## config.mk

```make
export PLATFORM = sky130hd
export DESIGN_NAME = agu_exec_stage
export DESIGN_NICKNAME = d
export VERILOG_FILES = /design/src/rtl/agu_exec_stage.sv
export SDC_FILE = /design/constraint.sdc
export NUM_CORES = 1
export LEC_CHECK = 0
export ABC_AREA = 1
export BUFFER_PORTS_ARGS = -buffer_cell sky130_fd_sc_hd__clkbuf_2
export CAP_MARGIN = 10
export CORE_UTILIZATION = 60
export CTS_CLUSTER_DIAMETER = 60
export CTS_CLUSTER_SIZE = 25
export DETAILED_ROUTE_END_ITERATION = 8
export PLACE_DENSITY = 0.93
export SLEW_MARGIN = 10
export SYNTH_ARGS = -nofsm -noshare
export SYNTH_HDL_FRONTEND = slang
export SYNTH_SLANG_ARGS = --single-unit
```

## constraint.sdc

```tcl
create_clock -name clk -period 3.8 [get_ports clk]
set_input_delay 0.38 -clock clk [delete_from_list [all_inputs] [get_ports clk]]
set_output_delay 0.38 -clock clk [all_outputs]
set_load 0.02 [all_outputs]
```

## src/rtl/agu_exec_stage.sv

```systemverilog
// agu_exec_stage
//   Address-generation execution stage sitting behind the AGU issue queue.
//   One register stage (S1) captures the issued instruction; the effective
//   address op1 + imm and its alignment class are computed from S1 and
//   pushed into a small FIFO that feeds the load/store queue.
//
// Ports
//   clk, rst (async, active-low), flush (sync squash of all in-flight work)
//   iq_*  : issue-side valid/ready handshake and instruction fields
//   lsq_* : FIFO head presented to the LSQ with valid/ready handshake
module agu_exec_stage #(
    parameter int DATA_W    = 32,
    parameter int TAG_W     = 6,
    parameter int OUT_DEPTH = 2
) (
    input  logic              clk,
    input  logic              rst,
    input  logic              flush,
    input  logic              iq_valid,
    output logic              iq_ready,
    input  logic [DATA_W-1:0] iq_op1_data,
    input  logic [DATA_W-1:0] iq_op2_data,
    input  logic [DATA_W-1:0] iq_imm,
    input  logic [TAG_W-1:0]  iq_rd_tag,
    input  logic              iq_rd_tag_valid,
    input  logic [2:0]        iq_funct3,
    input  logic              iq_ls,
    output logic              lsq_valid,
    input  logic              lsq_ready,
    output logic [DATA_W-1:0] lsq_addr,
    output logic [DATA_W-1:0] lsq_store_data,
    output logic [TAG_W-1:0]  lsq_rd_tag,
    output logic              lsq_rd_tag_valid,
    output logic [2:0]        lsq_funct3,
    output logic              lsq_ls,
    output logic              lsq_misaligned
);

    localparam int PTR_W = $clog2(OUT_DEPTH);
    localparam int CNT_W = PTR_W + 1;
    localparam int ENT_W = 2*DATA_W + TAG_W + 6;
    localparam logic [CNT_W-1:0] FULL_CNT = CNT_W'(OUT_DEPTH);

    logic              s1_valid_q;
    logic [DATA_W-1:0] s1_op1_q;
    logic [DATA_W-1:0] s1_op2_q;
    logic [DATA_W-1:0] s1_imm_q;
    logic [TAG_W-1:0]  s1_tag_q;
    logic              s1_tag_valid_q;
    logic [2:0]        s1_funct3_q;
    logic              s1_ls_q;

    logic [ENT_W-1:0]  fifo_q [OUT_DEPTH];
    logic [PTR_W-1:0]  wr_ptr_q;
    logic [PTR_W-1:0]  rd_ptr_q;
    logic [CNT_W-1:0]  count_q;

    logic              s1_adv;
    logic              accept;
    logic              push;
    logic              pop;
    logic [DATA_W-1:0] eff_addr;
    logic              misaligned;
    logic [ENT_W-1:0]  s1_entry;

    // iq_ready depends only on registered state and flush, so LSQ
    // backpressure never ripples combinationally into the issue queue.
    assign s1_adv   = s1_valid_q & (count_q != FULL_CNT);
    assign iq_ready = ~flush & (~s1_valid_q | s1_adv);
    assign accept   = iq_valid & iq_ready;
    assign push     = s1_adv & ~flush;
    assign lsq_valid = (count_q != '0);
    assign pop      = lsq_valid & lsq_ready;
    assign eff_addr = s1_op1_q + s1_imm_q;

    always_comb begin
        misaligned = 1'b0;
        case (s1_funct3_q[1:0])
            2'b00:   misaligned = 1'b0;
            2'b01:   misaligned = eff_addr[0];
            2'b10:   misaligned = |eff_addr[1:0];
            default: misaligned = 1'b1;
        endcase
        // Unsigned-width codes have no meaning for stores.
        if (s1_ls_q && s1_funct3_q[2]) misaligned = 1'b1;
    end

    assign s1_entry = {eff_addr, s1_op2_q, s1_tag_q, s1_tag_valid_q,
                       s1_funct3_q, s1_ls_q, misaligned};

    always_ff @(posedge clk or negedge rst) begin
        if (!rst) begin
            s1_valid_q     <= 1'b0;
            s1_op1_q       <= '0;
            s1_op2_q       <= '0;
            s1_imm_q       <= '0;
            s1_tag_q       <= '0;
            s1_tag_valid_q <= 1'b0;
            s1_funct3_q    <= '0;
            s1_ls_q        <= 1'b0;
        end else if (flush) begin
            s1_valid_q <= 1'b0;
        end else if (accept) begin
            s1_valid_q     <= 1'b1;
            s1_op1_q       <= iq_op1_data;
            s1_op2_q       <= iq_op2_data;
            s1_imm_q       <= iq_imm;
            s1_tag_q       <= iq_rd_tag;
            s1_tag_valid_q <= iq_rd_tag_valid;
            s1_funct3_q    <= iq_funct3;
            s1_ls_q        <= iq_ls;
        end else if (s1_adv) begin
            s1_valid_q <= 1'b0;
        end
    end

    // Pointers are PTR_W bits wide and OUT_DEPTH is a power of two, so the
    // natural overflow of the increment is the modulo wrap.
    always_ff @(posedge clk or negedge rst) begin
        if (!rst) begin
            for (int i = 0; i < OUT_DEPTH; i++) fifo_q[i] <= '0;
            wr_ptr_q <= '0;
            rd_ptr_q <= '0;
            count_q  <= '0;
        end else if (flush) begin
            wr_ptr_q <= '0;
            rd_ptr_q <= '0;
            count_q  <= '0;
        end else begin
            if (push) begin
                fifo_q[wr_ptr_q] <= s1_entry;
                wr_ptr_q         <= wr_ptr_q + PTR_W'(1);
            end
            if (pop) rd_ptr_q <= rd_ptr_q + PTR_W'(1);
            case ({push, pop})
                2'b10:   count_q <= count_q + CNT_W'(1);
                2'b01:   count_q <= count_q - CNT_W'(1);
                default: count_q <= count_q;
            endcase
        end
    end

    assign {lsq_addr, lsq_store_data, lsq_rd_tag, lsq_rd_tag_valid,
            lsq_funct3, lsq_ls, lsq_misaligned} = fifo_q[rd_ptr_q];

endmodule

```

# --- After elaboration in Yosys (flattened, before gate mapping) ---
# Cells that the tools add are included.
op_classes:
  n_addsub: 5
  bitwise: 10
  n_eq_ne: 5
  n_reduce_logical: 11
  order_cmp: 3
  mux: 17
op_table:
  columns: ["op", "count"]
  rows:
  - ["76-bit 2-to-1 mux", 4]
  - ["152-bit bitwise mux", 1]
  - ["76-bit demux with 1-bit select", 1]
  - ["32-bit adder", 1]
  - ["1-bit 2-to-1 mux", 8]
  - ["2-bit nonzero test", 3]
  - ["3-bit nonzero test", 2]
  - ["1-bit bitwise AND", 5]
  - ["2-bit by 1-bit == test with 1-bit output, second input constant", 2]
  - ["2-bit == test, second input constant", 2]
  - ["2-bit greater-or-equal comparator, second input constant", 2]
  - ["1-bit inverter with 2-bit output", 2]
  - ["2-bit one-hot mux with 2 select lines", 1]
  - ["2-bit AND reduction", 2]
  - ["1-bit one-hot mux with 3 select lines", 1]
  - ["1-bit adder, second input constant", 2]
  - ["2-bit by 1-bit adder with 2-bit output, second input constant", 1]
  - ["1-bit logical AND", 2]
  - ["2-bit logical NOT", 1]
  - ["2-bit by 1-bit less-than comparator with 1-bit output, second input constant", 1]
  - ["2-bit 2-to-1 mux", 1]
  - ["2-bit != test, second input constant", 1]
  - ["1-bit inverter", 2]
  - ["2-bit OR reduction", 1]
  - ["other kinds (2)", 2]
totals:
  ff_bits: 264

# --- Longest topological paths before layout ---
# Gate-level depths: netlist of the first run.
logic_depth:
  depth_word: 7
  ltp_mapped: 13
  mapped_depth_nobuf: 13

# --- Worst setup path after synthesis of the first run ---
# OpenSTA, ideal clock, no wires.
synth_timing:
  kind: "register -> register"
  from: "register s1_op1_q[0]"
  to: "register fifo_q[140] (netlist bit)"
  setup_time_ps: 126
  n_path_buf: 0
  path_slack_ps: 1998
  t_arrival_ps: 1676
  stages_incl_launch_ff: 14
  required_ps: 3674
  synth_period_minus_slack_ps: 1802
  cell_sequence: "dfrtp_1 -> ha_1 -> inv_1 -> fa_1 -> inv_1 -> nand3_1 -> nand3_1 -> nand2_1 -> nand3_1 -> nand2_1 -> nand2_1 -> nand2_1 -> nand3_1 -> o21ai_0"
synth_between:
  elab_chain_len: 2
synth_lines:
  columns: ["element", "line", "text"]
  rows:
  - ["start: declaration", "45", "logic [DATA_W-1:0] s1_op1_q;"]
  - ["start signal: assignment", "105", "s1_op1_q <= iq_op1_data;"]
  - ["32-bit adder", "74", "assign eff_addr = s1_op1_q + s1_imm_q;"]
  - ["152-bit bitwise mux", "131", "fifo_q[wr_ptr_q] <= s1_entry;"]
  - ["end signal: indexed assignment", "131", null]
  - ["end: declaration", "53", "logic [ENT_W-1:0] fifo_q [OUT_DEPTH];"]
# Every way passes these cells.
# A chain may end at the register's enable or synchronous reset.

# --- Final worst setup path of the first run ---
layout_timing:
  from: "register rd_ptr_q"
  to: "output port lsq_addr[12]"
layout_between:
  elab_chain_len: 4
layout_lines:
  columns: ["element", "line", "text"]
  rows:
  - ["start: declaration", "55", "logic [PTR_W-1:0] rd_ptr_q;"]
  - ["start signal: assignment", "134", "if (pop) rd_ptr_q <= rd_ptr_q + PTR_W'(1);"]
  - ["1-bit inverter with 2-bit output (not written as such)", "144", "lsq_funct3, lsq_ls, lsq_misaligned} = fifo_q[rd_ptr_q];"]
  - ["76-bit 2-to-1 mux (not written as such) (3 in series)", "144", null]
  - ["end: declaration", "30", "output logic [DATA_W-1:0] lsq_addr,"]
# Every way passes these cells. The select of a mux whose other input is x is not followed.

==> reports/metrics.yaml, run 1 <==
cts:
  clk_latency_ps: 510
  cts_hold_buf: 1
  clock-root-buffer: "clkbuf_16"
  numCtsBuffers: 19
  cts_resized: 0
  cts_sinks: 264
  clockBufferDepth: 3
  post_cts_buffers: 0
  htreeDepth: 1
  cts_tree: "done"
  clk_pin_slew_worst_paths_ps: 90
yosys:
  synthSimpleGateAreaFrac_pct: 24.4
  async_flop_share_pct: 100
  synth.most_common_cell: "nand2_1"
  synth_area_um2: 13100
  ys_seq_area_share_pct: 50.5
  synth_top_family_by_area: "simple AND/OR/NAND/NOR gates"
  synth_fa_ha_area_share_pct: 3.12
  synth_top_area_share_pct: 50.5
  synthMuxAreaShare_pct: 5.33
  yosys.cell_types.count: 35
  synth_edf_count: 0
  yosysWarnings: 0
  ys_top_cells_by_count: "nand2_1, dfrtp_1, inv_1, o21ai_0, nor2_1"
  synth_compound_area_share_pct: 7.77
  synthFlopType: "dfrtp_1"
  ys_seq_elements: 264
  synthTopCellsByArea: "dfrtp_1, nand2_1, mux2_2, inv_1, o21ai_0"
  yosysTopAreaCell: "dfrtp_1"
  synth_nets: 1773
  syn-instance-count: 1629
  synth_xor_xnor_area_share_pct: 1.00
  syn_avg_cell_area_um2: 8.04
sta:
  period_share_pct: 76.3
  finalSetupViolCount: 0
  grt_setup_unrepaired: "false"
  setup_ws_ps: 899
  setup_tns_ps: 0
  clock.fmax_mhz: 345
  tightestPinTransition_ps: 1180
  hold_viol_final: 0
  slew_headroom_pct: 21.5
  finalCriticalPeriod_ps: 2900
  finClkSkew_ps: 20.8
  slew_viol_final: 0
critical_path:
  path_delay_family: "flip-flops"
  cp-end-kind: "output port"
  critPathLaunchType: "flop"
  cp_max_fo: 45
  cp.arrival_ps: 2520
  slowest_stage: "dfrtp_2"
  crit_buf_inv: 2
  slowest_delay_ps: 870
  path_class: "flop to output port"
  critPathRequiredTime_ps: 3420
  path_cells: "buf_4 -> nand2_1 -> o21ai_0 -> clkbuf_2"
routing:
  vias_per_cell: 5.37
  drt-total-wl_um: 31300
  first_pass_iters: 5
  drtIter0Drc: 665
  via_count: 11100
  routedWlPerCell_um: 15.1
  antenna_left: 0
  drcViolationCount: 0
grt:
  antenna_found_initial: 1
  busiest_layer: "met2"
  grt_overflow: 0
  grt_pass1_vias: 10500
  use_met1_pct: 36.8
  met2_usage_pct: 47.9
  grt_pass1_wl_um: 49600
  grtUsageTotal_pct: 27.9
  grtUsageMet3_pct: 3.26
  grt_start_max_net_pins: 153
floorplan:
  coreArea_um2: 21200
  rows: 53
  dieArea_um2: 22400
  boundaryPins: 190
  dieWidth_um: 150
  die-height_um: 150
  start_util_pct: 61.7
placed_design:
  place_hpwl_um: 21700
  gp_congestion: 0.890
  place_ws_ps: 1230
  place_inst: 2035
  portBuffers: 189
finish:
  antenna_cells: 0
  finalNonFillerCells: 2069
  fin_nets: 1926
  drive_gt1_share_pct: 16.7
  synthToLayoutAreaGrowth_pct: 12.8
outcome:
  outcome: "complete, no violations"
power:
  p_total_w: 0.0112
  p_per_area_nw_per_um2: 756
  peakVddDrop_v: 0.000441
  power.leakage_nw: 8.22
flow_run:
  max_cap_violations: 0
hold_path:
  hold_path.class: "input port to flop"
[path summary, 6_finish.rpt]
path | startpoint | end | slack (ps) | cells past startpoint
min in group asynchronous | rst | fifo_q[39] | 520 | 2
worst min register to register | fifo_q[46] | fifo_q[46] | 490 | 2
worst max-delay path | rd_ptr_q | lsq_addr[12] | 900 | 4
worst min-delay path | iq_op1_data[24] | s1_op1_q[24] | 100 | 2
max in group asynchronous | rst | fifo_q[62] | 2200 | 3
worst max register to register | count_q[1] | fifo_q[51] | 1210 | 8
[worst register-to-register path, delay by kind of cell, from the launching register on]
family,cells,cell delay [ps]
buffers and inverters,4,1440
AOI/OAI and AO/OA,2,390
DFF,1,380
and+or+nand+nor,2,250
[sequential cells by signal, summed over array words and instances, names as in the netlist]
register / cells
s1_valid_q: 1
count_q: 2
fifo_q: 152
s1_imm_q: 32
wr_ptr_q: 1
s1_tag_q: 6
rd_ptr_q: 1
s1_tag_valid_q: 1
s1_op1_q: 32
s1_ls_q: 1
s1_funct3_q: 3
s1_op2_q: 32
[where the power goes]
| group | switching, W | internal, W | leakage, nW | total [W] |
|---|---|---|---|---|
| clock | 0.00106 | 0.00106 | 0.306 | 0.00212 |
| combinational | 0.00302 | 0.00158 | 4.78 | 0.00459 |
| sequential | 0.000626 | 0.00382 | 3.13 | 0.00445 |
| total | 0.00471 | 0.00646 | 8.22 | 0.0112 |
[routing by layer]
layer  routed length (um)  part of all wire, %
met2                15200                   49
met5                   13                0.042
met1                12800                   41
met4                 1010                  3.2
met3                 2190                  7.0
[stage by stage]
step                util (%)  area (um2)  hold WS, ps
floorplan                  -       13100         84.4
global placement        66.5       14100          454
detailed placement      66.5       14100          466
CTS                     69.6       14800         91.2
global route            69.6       14800         87.9
finish                  69.6       14800          101
[kinds of logic (layout without fill, tap and decap cells)]
family / Yosys count / in the layout
AOI/OAI and AO/OA: 200 / 200
xor gates and xnor gates: 15 / 15
adders and majority gates: 32 / 32
buffers and inverters: 243 / 408
DFF: 264 / 264
muxes: 62 / 62
and+or+nand+nor: 813 / 813
[cell usage in the layout (no fill, tap or decap), drive strengths merged, types with 31 or more instances in the layout]
master    n
mux2     62
o21ai   126
inv     182
nand2   646
ha       31
clkbuf  210
nor2     86
dfrtp   264
nand3    69
a21oi    69
[final cells by class]
type	count	area, um2
sequential	264	6610
fill	1658	6450
multi-input combinational	1122	5460
timing repair buffer	196	1020
inverter	179	679
clock buffer	22	497
tap	275	344
clock inverter	11	153
No activity file was read; power rests on OpenSTA's default activity.
==> run 2, diff against run 1 <==
CORE_UTILIZATION = 52   (was 60)
PLACE_DENSITY = 0.87   (was 0.93)
clock period = 2.6 ns   (was 3.8 ns; I/O delays follow)
==> run 2 against run 1 <==
  * Global-route usage fell by 1.5 points
  * Total power rose by 50%
  * Sequential share of layout area fell by 3.5 points
  * Highest routed layer is now met4
==> reports/metrics.yaml, run 2 (same netlist as run 1, synthesis figures left out) <==
cts:
  clk_pin_slew_worst_paths_ps: 90  # about the same
  clk_latency_ps: 530  # was 510 ps
  cts_tree: "done"  # unchanged
  clock-root-buffer: "clkbuf_16"  # unchanged
  cts_sinks: 264  # unchanged
  htreeDepth: 1  # unchanged
  numCtsBuffers: 20  # was 19
  clockBufferDepth: 3  # unchanged
  post_cts_buffers: 0  # unchanged
flow_run:
  max_cap_violations: 0  # unchanged
grt:
  grt_start_max_net_pins: 128  # was 153
  grt_pass1_wl_um: 55300  # was 49,600 um
  grtUsageTotal_pct: 26.4  # was 27.9%
  grt_pass1_vias: 11200  # was 10,500
  antenna_found_initial: 0  # was 1
  grt_overflow: 0  # unchanged
sta:
  clock.fmax_mhz: 420
  tightestPinTransition_ps: 1160  # was 1180 ps
  finalCriticalPeriod_ps: 2380
  period_share_pct: 91.5
  slew_viol_final: 0  # unchanged
  finalSetupViolCount: 0  # unchanged
  hold_viol_final: 0  # unchanged
  finClkSkew_ps: 28.1  # was 20.8 ps
  slew_headroom_pct: 22.5  # was 21.5%
  setup_tns_ps: 0  # unchanged
  grt_setup_unrepaired: "false"  # unchanged
placed_design:
  portBuffers: 189  # unchanged
  place_hpwl_um: 22400  # was 21,700 um
  gp_congestion: 0.916  # was 0.890
  place_area_um2: 14300  # was 14,100 um2
routing:
  drtIter0Drc: 996  # was 665
  routedWlPerCell_um: 15.0  # was 15.1 um
  drt-total-wl_um: 33500  # was 31,300 um
  drcViolationCount: 0  # unchanged
  via_count: 11500  # was 11,100
  vias_per_cell: 5.15  # was 5.37
  first_pass_iters: 5  # unchanged
  antenna_left: 0  # unchanged
outcome:
  outcome: "complete, no violations"  # unchanged
floorplan:
  rows: 57  # was 53
  boundaryPins: 190  # unchanged
  dieArea_um2: 25800  # was 22,400 um2
  coreArea_um2: 24500  # was 21,200 um2
  dieWidth_um: 161  # was 150 um
  die-height_um: 161  # was 150 um
  start_util_pct: 53.4  # was 61.7%
power:
  p_per_area_nw_per_um2: 1040  # was 756 nW/um2
  power.leakage_nw: 8.76  # was 8.22 nW
  peakVddDrop_v: 0.000736  # was 0.000441 V
critical_path:
  rrSetupSlack_ps: 390  # was 1210 ps
  critPathRequiredTime_ps: 2340  # was 3420 ps
  cp.arrival_ps: 2120  # was 2520 ps
  cp-end-kind: "output port"  # unchanged
  critPathLaunchType: "flop"  # unchanged
  path_class: "flop to output port"  # unchanged
  cp_max_fo: 22  # was 45
finish:
  fin_nets: 2037  # was 1,926
  regMostFlops: "fifo_q"  # unchanged
  most-common-layout-cells: "nand2_1, dfrtp_1, clkbuf_2"  # unchanged
  layout_commonest_cell: "nand2_1"  # unchanged
  final_area_um2: 16000  # was 14,800 um2
  synthToLayoutAreaGrowth_pct: 22.4  # was 12.8%
  drive_gt1_share_pct: 16.5  # was 16.7%
  largest_reg_flops: 152  # unchanged
  antenna_cells: 0  # unchanged
hold_path:
  hold_path.class: "input port to flop"  # unchanged
[run 2: cell count changes in the layout (fill, tap and decap cells not counted), moves of 2 or more]
cell / previous run / this run
buf_12: 1 / 7
buf_4: 5 / 10
inv_12: 0 / 4
clkinv_4: 0 / 2
clkbuf_1: 2 / 0
clkinvlp_4: 2 / 0
dlygate4sd3_1: 1 / 100
clkinv_2: 0 / 2
clkinv_8: 5 / 3
[run 2: layout make-up]
type                            instances  area, um2
Tap cell                              324        405
Clock inverter                         16        209
Sequential cell                       264       6610
Clock buffer                           20        500
Multi-Input combinational cell       1122       5460
Fill cell                            2007       8510
Inverter                              179        677
Timing Repair Buffer                  306       2170
[run 2: repair_timing]
action | 4_1_cts | 5_1_grt
hold endpoints to repair | 157 | 0
hold buffers | 100 | 0
gates resized for setup | 0 | 0
[run 2: worst paths after layout]
path / start / endpoint / cells past startpoint
setup / recovery: rd_ptr_q / lsq_store_data[6] / 5
hold / removal: iq_imm[16] / s1_imm_q[16] / 2
setup reg to reg: count_q[1] / fifo_q[128] / 6
hold reg to reg: fifo_q[46] / fifo_q[46] / 2
max in group asynchronous: rst / s1_imm_q[26] / 3
min in group asynchronous: rst / fifo_q[115] / 2
[run 2: layer usage]
metal	up-vias	part of all wire (%)	global-route usage [%]
met2	400	49	45.5
li1	5608	-	-
met1	5414	42	34.9
met5	-	0	0
met3	65	5.8	3.07
met4	0	3.2	8.27
[run 2: per-stage QoR]
step | hold WS [ps] | worst slack (ps) | utilization (%) | cells | power, W
detailed placement | 236 | 416 | 58.4 | 2095 | 0.0133
floorplan | -35.6 | 798 | - | 1629 | 0.0110
global placement | 229 | 501 | 58.4 | 2095 | 0.0130
global route | 13.3 | 103 | 65.3 | 2231 | 0.0179
CTS | 0.424 | 209 | 65.3 | 2231 | 0.0167
finish | 12.3 | 221 | 65.3 | 2231 | 0.0167
[run 2: report_power, final]
part | internal (W) | switching (W) | total (W)
combinational | 0.00245 | 0.00456 | 0.00702
clock | 0.00164 | 0.00168 | 0.00332
sequential | 0.00558 | 0.000821 | 0.00640
total | 0.00967 | 0.00706 | 0.0167
[run 2: critical path, cell delays in order, from the launching register on]
cell and delay (ps):
dfrtp_2 590, inv_2 320, buf_4 300, nand2_1 80, nand2_1 100, clkbuf_2 180
==> run 3, diff against run 2 <==
CTS_CLUSTER_DIAMETER = 200   (was 60)
RECOVER_POWER = 25   (was default)
==> run 3 against run 2 <==
  * The run now ends with max-capacitance violations, max-slew violations left
  * Design area decreased by 5.0%
  * Total power decreased by 6.4%
  * Worst hold slack about the same
  * Global-route usage decreased by 0.87 points
  * Cell count decreased by 3.0%
  * Critical path type unchanged
  * Largest cell class unchanged
==> reports/metrics.yaml, run 3 (same netlist as run 1, synthesis figures left out) <==
hold_path:
  hp-start: "iq_imm[13]"  # was iq_imm[16]
  hold_path.class: "input port to flop"  # unchanged
  min_to: "s1_imm_q[13]"  # was s1_imm_q[16]
  whs_path_depth: 2  # unchanged
power:
  power.leakage_nw: 8.40  # was 8.76 nW
  peakVddDrop_v: 0.000603  # was 0.000736 V
  p_per_area_nw_per_um2: 1030  # was 1040 nW/um2
sta:
  slew_viol_final: 61  # was 0
  clock.fmax_mhz: 428  # was 420 MHz
  hold_viol_final: 0  # unchanged
  tightestPinTransition_ps: 1640  # was 1160 ps
  holdWs_ps: 12.5  # was 12.3 ps
  setup_ws_ps: 266  # was 221 ps
  finClkSkew_ps: 17.9  # was 28.1 ps
  period_share_pct: 89.8  # was 91.5%
  grt_setup_unrepaired: "false"  # unchanged
  setup_tns_ps: 0  # unchanged
  slew_headroom_pct: -9.16  # was 22.5%
  finalCriticalPeriod_ps: 2330  # was 2380 ps
  finalSetupViolCount: 0  # unchanged
grt:
  antenna_found_initial: 0  # unchanged
  grt_pass1_vias: 10900  # was 11,200
  grt_overflow: 0  # unchanged
  grt_start_max_net_pins: 128  # unchanged
  use_met1_pct: 33.6  # was 34.9%
  met2_usage_pct: 43.9  # was 45.5%
  grtUsageMet3_pct: 3.62  # was 3.07%
  busiest_layer: "met2"  # unchanged
  grtUsageTotal_pct: 25.5  # was 26.4%
  grt_pass1_wl_um: 53500  # was 55,300 um
placed_design:
  place_area_um2: 14300  # unchanged
  gp_congestion: 0.916  # unchanged
  place_ws_ps: 416  # unchanged
  place_hpwl_um: 22400  # unchanged
  portBuffers: 189  # unchanged
finish:
  drive_gt1_share_pct: 16.0  # was 16.5%
  fin_nets: 1984  # was 2,037
  final_util_pct: 62.1  # was 65.3%
  regMostFlops: "fifo_q"  # unchanged
  largest_reg_flops: 152  # unchanged
  antenna_cells: 0  # unchanged
  most-common-layout-cells: "nand2_1, dfrtp_1, clkbuf_2"  # unchanged
  layout_commonest_cell: "nand2_1"  # unchanged
  synthToLayoutAreaGrowth_pct: 16.3  # was 22.4%
  final_area_um2: 15200  # was 16,000 um2
critical_path:
  crit_buf_inv: 3  # unchanged
  cp-end-kind: "output port"  # unchanged
  r2r_end: "fifo_q[135]"  # was fifo_q[128]
  path_delay_family: "buffers and inverters"  # unchanged
  path_depth: 5  # unchanged
  slowest_stage: "dfrtp_2"  # unchanged
  r2r.worst_path.cells: 5  # was 6
  critPathLaunchType: "flop"  # unchanged
  path_class: "flop to output port"  # unchanged
  cp_max_fo: 22  # unchanged
  slowest_delay_ps: 590  # about the same
  worst_path_most_repeated_cell: "nand2_1"  # unchanged
  path_cells: "inv_2 -> buf_4 -> nand2_1 -> nand2_1 -> clkbuf_2"  # unchanged
  critPathRequiredTime_ps: 2340  # about the same
  cp.arrival_ps: 2070  # was 2120 ps
  rrSetupSlack_ps: 370  # was 390 ps
  r2r-start: "count_q[0]"  # was count_q[1]
routing:
  drcViolationCount: 0  # unchanged
  antenna_left: 0  # unchanged
  routedWlPerCell_um: 15.0  # about the same
  drtIter0Drc: 967  # was 996
  vias_per_cell: 5.14  # was 5.15
  drt-total-wl_um: 32400  # was 33,500 um
  via_count: 11100  # was 11,500
  first_pass_iters: 5  # unchanged
floorplan:
  dieWidth_um: 161  # unchanged
  dieArea_um2: 25800  # unchanged
  start_util_pct: 53.4  # unchanged
  boundaryPins: 190  # unchanged
  rows: 57  # unchanged
  coreArea_um2: 24500  # unchanged
  die-height_um: 161  # unchanged
flow_run:
  max_cap_violations: 1  # was 0
cts:
  cts_sinks: 264  # unchanged
  clk_latency_ps: 500  # was 530 ps
  numCtsBuffers: 14  # was 20
  cts_resized: 0  # unchanged
  clockBufferDepth: 3  # unchanged
  clock-root-buffer: "clkbuf_16"  # unchanged
  cts_tree: "done"  # unchanged
  clk_pin_slew_worst_paths_ps: 100  # was 90 ps
  htreeDepth: 1  # unchanged
outcome:
  outcome: "finished with violations"  # was complete, no violations
  failed_checks: "max-capacitance violations, max-slew violations"
run 3: cell count changes in the layout (fill, tap and decap cells not counted), moves of 2 or more:
cell           before  now
dlygate4sd3_1     100   53
inv_12              4    0
clkinv_2            2    0
clkinv_8            3    1
clkbuf_16          20   15
clkinv_4            2    0
inv_6               3    0
run 3: repair_timing:
item	4_1_cts	5_1_grt
buffers inserted	0	0
hold buffers	50	3
endpoints found under the hold margin	108	3
run 3: worst max-delay path by stage:
| stage | from | to | slack (ps) |
|---|---|---|---|
| 6_report | rd_ptr_q | lsq_addr[25] | 270 |
| 5_1_grt | rd_ptr_q | lsq_addr[25] | 150 |
| 4_1_cts | rd_ptr_q | lsq_addr[25] | 250 |
| 3_5_place_dp | count_q[0] | fifo_q[101] | 420 |
| 3_3_place_gp | count_q[1] | fifo_q[134] | 500 |
| 2_1_floorplan | s1_op1_q[0] | fifo_q[140] | 800 |
run 3: metal layers:
metal	share of wire (%)	routed length [um]
met5	0	0
met4	2.8	901
met3	6.1	1960
met2	49	15800
met1	42	13800
run 3: layout make-up:
cell class | instances | area (um2)
fillers | 2109 | 9300
flip-flops and latches | 264 | 6610
multi-input cells | 1122 | 5460
repair buffers | 259 | 1690
inverters | 179 | 677
well taps | 324 | 405
clock buffers | 16 | 379
clock inverters | 1 | 16.3
run 3: worst reg2reg max path, cell delays in order, from the launching register on:
cell and delay (ps):
dfrtp_1 410, o21ai_2 200, or2_4 200, nor2_8 90, inv_4 810, o21ai_0 340
run 3: where the power goes:
group / internal [W] / total, W / switching [W]
registers: 0.00558 / 0.00638 / 0.000804
logic: 0.00240 / 0.00693 / 0.00452
clock network: 0.00105 / 0.00236 / 0.00130
total: 0.00904 / 0.0157 / 0.00663
run 3: metrics by stage:
step	cells	power, W
6_report	2165	0.0157
5_1_grt	2165	0.0169
4_1_cts	2162	0.0157
2_1_floorplan	1629	0.0110
3_3_place_gp	2095	0.0130
3_5_place_dp	2095	0.0133
